### config.mk
export PLATFORM = sky130hd
export DESIGN_NAME = tile_lane_queue
export DESIGN_NICKNAME = d
export VERILOG_FILES = /design/src/rtl/piano_pkg.sv /design/src/rtl/btn_edge_detect.sv /design/src/rtl/tile_lane_queue.sv
export SDC_FILE = /design/constraint.sdc
export NUM_CORES = 1
export LEC_CHECK = 0
export ABC_AREA = 1
export CORE_ASPECT_RATIO = 0.8
export CORE_MARGIN = 5
export CORE_UTILIZATION = 50
export DETAILED_ROUTE_END_ITERATION = 7
export PLACE_DENSITY = 0.87
export SETUP_SLACK_MARGIN = 0.1
export SYNTH_ARGS = -nofsm -noshare
export SYNTH_HDL_FRONTEND = slang
export SYNTH_HIERARCHICAL = 1
export SYNTH_SLANG_ARGS = --single-unit
### constraint.sdc
create_clock -name clk -period 2.42 [get_ports clk]
set_input_delay 0.484 -clock clk [delete_from_list [all_inputs] [get_ports clk]]
set_output_delay 0.484 -clock clk [all_outputs]
set_load 0.01 [all_outputs]
### src/rtl/piano_pkg.sv
// piano_pkg: lane count, game FSM encodings and lane-word helpers shared with the display stage
package piano_pkg;
    localparam int LANES = 4;
    typedef enum logic [1:0] {IDLE = 2'd0, PLAY = 2'd1, OVER = 2'd2} game_state_t;
    function automatic logic is_onehot4(input logic [3:0] v);
        return v != 4'd0 && (v & (v - 4'd1)) == 4'd0;
    endfunction
endpackage

### src/rtl/btn_edge_detect.sv
// btn_edge_detect: registers the key levels and flags keys that went high this cycle
module btn_edge_detect #(
    parameter int W = 4
) (
    input  logic         clk,
    input  logic         rst,
    input  logic [W-1:0] btn,
    output logic [W-1:0] press
);
    logic [W-1:0] btn_q;
    always_ff @(posedge clk or posedge rst)
        if (rst) btn_q <= '0;
        else btn_q <= btn;
    assign press = btn & ~btn_q;
endmodule

### src/rtl/tile_lane_queue.sv
// tile_lane_queue: falling-tile row queue scored against key presses on the bottom row
module tile_lane_queue
    import piano_pkg::*;
#(
    parameter int ROWS     = 8,
    parameter int SCORE_W  = 10,
    parameter int MAX_MISS = 3
) (
    input  logic                  clk,
    input  logic                  rst,
    input  logic [LANES-1:0]      state,
    input  logic                  state_change,
    input  logic [LANES-1:0]      btn,
    input  logic                  start,
    output logic [LANES*ROWS-1:0] rows_flat,
    output logic [SCORE_W-1:0]    score,
    output logic [3:0]            misses,
    output logic                  hit_pulse,
    output logic                  miss_pulse,
    output logic                  game_over
);
    game_state_t st, st_n;
    logic [LANES-1:0] rows [ROWS];
    logic [LANES-1:0] press, hit_row;
    logic play, hit, wrong, expire;
    logic [4:0] miss_sum;

    btn_edge_detect #(.W(LANES)) u_edge (.clk(clk), .rst(rst), .btn(btn), .press(press));

    assign play     = st == PLAY;
    assign hit_row  = rows[ROWS-1];
    // a non-zero press equal to the hit row implies the hit row is occupied
    assign hit      = play && press != '0 && press == hit_row;
    assign wrong    = play && press != '0 && !hit;
    assign expire   = play && state_change && hit_row != '0 && !hit;
    assign miss_sum = {1'b0, misses} + 5'(wrong) + 5'(expire);
    assign game_over = st == OVER;

    for (genvar r = 0; r < ROWS; r++) begin : g_flat
        assign rows_flat[LANES*r +: LANES] = rows[r];
    end

    always_comb begin
        st_n = st;
        if (st == IDLE && start) st_n = PLAY;
        else if (play && misses >= 4'(MAX_MISS)) st_n = OVER;
        else if (st == OVER && start) st_n = PLAY;
    end

    always_ff @(posedge clk or posedge rst) begin
        if (rst) begin
            st         <= IDLE;
            score      <= '0;
            misses     <= '0;
            hit_pulse  <= 1'b0;
            miss_pulse <= 1'b0;
            for (int i = 0; i < ROWS; i++) rows[i] <= '0;
        end else begin
            st         <= st_n;
            hit_pulse  <= hit;
            miss_pulse <= wrong | expire;
            if (st == OVER && start) begin
                score  <= '0;
                misses <= '0;
                for (int i = 0; i < ROWS; i++) rows[i] <= '0;
            end else if (play) begin
                if (hit && score != '1) score <= score + SCORE_W'(1);
                misses <= miss_sum > 5'd15 ? 4'd15 : miss_sum[3:0];
                if (state_change) begin
                    rows[0] <= is_onehot4(state) ? state : '0;
                    for (int i = 1; i < ROWS; i++) rows[i] <= rows[i-1];
                end else if (hit) begin
                    rows[ROWS-1] <= '0;
                end
            end
        end
    end
endmodule

==> impl_metrics.toml <==
[pwr]
clockPowerShare = 0.186
vdd_drop_max_v = 0.000517
power_density_nw_per_um2 = 967
p_leak_nw = 1.71
swShare = 0.376
internal_power_mw = 2.13
seq_power_share = 0.386
power_switching_mw = 1.28
comb_power_share = 0.428

[global_route]
grt_start_max_net_pins = 30
antenna_found_initial = 0
track_usage = 0.191
busiest_layer = "met2"
use_met3 = 0.0669
grt_use_met1 = 0.241
overflow = 0
grt_util_met2 = 0.310
grt_pass1_wl_mm = 10.4
first_global_vias = 2216

[cells_and_area]
num_antenna_cells = 0
drive_gt1_frac = 0.132
num-fill-cells = 381
multi_input_area_um2 = 1070
finish.utilization = 0.696
nNetsFinal = 392
ff_latch_area_um2 = 1350
area_delta_synth_final_pct = 34.0

[worst_setup_path]
crit_fanout = 3
cp-end-kind = "flip-flop"
cp.required_ns = 2.62
crit_arrival_ns = 2.39
path_class = "primary input to flip-flop"
r2r_end = "misses[2]"
cp-start-kind = "primary input"
r2r_setup_slack_ns = 0.33
worstReg2RegStart = "st[1]"
rr_worst_depth = 12

[synthesis]
yosysTopAreaCellShare = 0.514
async_flop_share = 1.00
synth_nets = 323
synth_cell_type_count = 29
synth_xor_xnor_area_share = 0.0166
synthFlopType = "dfrtp_1"
synth-edff-count = 0
netlist_top_cells_area = "dfrtp_1 (51%), nand2_1 (9.8%), inv_1 (8.3%)"
synth_area_um2 = 2630
yosys_warnings = 6
ys_ff_latch = 54
postSynthCellCount = 308
synthAdderAreaFrac = 0.0171
synth.avg_cell_area_um2 = 8.54
synth_most_common_cell = "nand2_1"
netlist_top_cells_count = "nand2_1 (69), inv_1 (58), dfrtp_1 (54)"
synth_top_family_by_area = "simple AND/OR/NAND/NOR gates"
synth_top_cell_by_area = "dfrtp_1"
yosysSeqAreaShare = 0.514
synthMuxAreaShare = 0
synth_compound_area_frac = 0.0984
synthSimpleGateAreaFrac = 0.254

[clock_network]
cts-buffers-inserted = 5
clk_pin_slew_ns = 0.10
cts_sinks = 54
htree_num_levels = 2
cts-root-buf = "clkbuf_8"
clk_latency_ns = 0.32
cts_buffer_depth = 2
cts_tree = "built"

[timing]
fmax_ghz = 0.456
rsz0062_at_grt = "false"
final_hold_viol_count = 0
worst_clock_skew_ns = 0.00955
worstMarginPinSlew_ns = 0.507
timing.final.setup_violations = 0
setup_ws_ns = 0.229
relSlewSlack = 0.661
finalCritPeriodShare = 0.905
slew_viol_final = 0
period_minus_slack_ns = 2.19

[routing]
vias = 2256
drt_wl_total_mm = 6.10
drc_errors = 0
routed_via_density = 5.13
firstDrtPassIters = 4
ant_nets = 0
wl_per_cell_um = 13.9
drt_iter0_drc = 121

[job]
cap_violations = 0

[min_path]
holdPathStages = 1
hp-start = "btn[0]"
holdCritPathClass = "primary input to flip-flop"
hold_path_end = "u_edge/btn_q[0]"

[die]
core-area_um2 = 5060
io_pins = 61
num_rows = 23
die_h_um = 74.9
dieWidth_um = 91.1
dieArea_um2 = 6820
start_util = 0.520

[placed_design]
dp_hpwl_mm = 4.49
globalplace.congestion = 0.798
place_ws_ns = -0.313
io_buffers = 60

[outcome]
outcome = "complete, no violations"
## metal layers
| metal | up-vias | routed length (um) |
|---|---|---|
| met5 | - | 0 |
| met4 | 0 | 112 |
| met3 | 12 | 495 |
| met2 | 60 | 2900 |
| met1 | 1064 | 2600 |
| li1 | 1120 | - |
## per-stage QoR
step / total power, mW / std cells / setup TNS (ns) / hold WS [ns] / cell area (um2)
finish: 3.41 / 440 / 0 / 0.311 / 3520
floorplan: 2.06 / 308 / 0 / 0.250 / 2630
detailed placement: 2.75 / 432 / -0.835 / 0.493 / 3350
CTS: 3.41 / 440 / 0 / 0.389 / 3490
global route: 3.64 / 440 / 0 / 0.329 / 3520
global placement: 2.70 / 432 / -0.380 / 0.491 / 3350
## logic make-up after synthesis
logic type | Yosys count
adders and majority gates | 3
DFF | 54
xor gates and xnor gates | 5
buffers and inverters | 67
AOI/OAI and AO/OA | 43
and+or+nand+nor | 136
## how the worst max path moves through the flow
stage | start | cells past startpoint | slack (ns) | to
2_1_floorplan | btn[3] | 12 | 0.30 | misses[2]
5_1_grt | btn[1] | 16 | 0.1 | misses[3]
3_3_place_gp | btn[1] | 13 | -0.13 | misses[2]
4_1_cts | btn[0] | 14 | 0.11 | misses[2]
6_report | btn[3] | 12 | 0.23 | misses[2]
3_5_place_dp | btn[2] | 13 | -0.31 | misses[2]
## critical path, cell delays in order
cell	delay, ns
clkdlybuf4s50_1	0.48
inv_1	0.07
nor2_4	0.10
nor2_2	0.07
a21oi_4	0.20
nand2_2	0.10
fa_2	0.36
inv_2	0.08
ha_4	0.14
nand2_2	0.07
o21ai_1	0.14
o21ai_1	0.09
## registers in the layout, indices dropped and copies added (netlist names)
| name | cells |
|---|---|
| rows_flat | 28 |
| score | 10 |
| hit_row | 4 |
| misses | 4 |
| u_edge/btn_q | 4 |
| st | 2 |
| hit_pulse | 1 |
| miss_pulse | 1 |
## power by group through the flow
stage / combinational, mW / sequential, mW / clock, mW
2_1_floorplan: 0.659 / 1.40 / 0
3_3_place_gp: 1.38 / 1.32 / 0
3_5_place_dp: 1.43 / 1.33 / 0
4_1_cts: 1.45 / 1.31 / 0.643
5_1_grt: 1.61 / 1.35 / 0.684
6_report: 1.46 / 1.32 / 0.632
## placed cells by master, fill, tap and decap left out, types with 8 or more instances in the layout
master and n:
dfrtp_1 54, nor2_1 13, clkdlybuf4s50_1 58, inv_1 55, nand2_1 65, o22ai_1 21
o21ai_0 10, nand3_1 31, buf_4 8, nand2_2 8
## final cells by class
class,count,share of cell area
inverter,60,0.0639
multi-input combinational,187,0.303
sequential,54,0.383
clock inverter,3,0.0138
clock buffer,5,0.0195
tap,62,0.0220
timing repair buffer,69,0.195
## what timing repair did
action,4_1_cts,5_1_grt
pin swaps,1,5
buffers inserted,0,0
cloned,0,0
hold buffers,0,0
setup endpoints to repair,1,4
resized for setup,7,15
(Power assumes the default switching activity.)
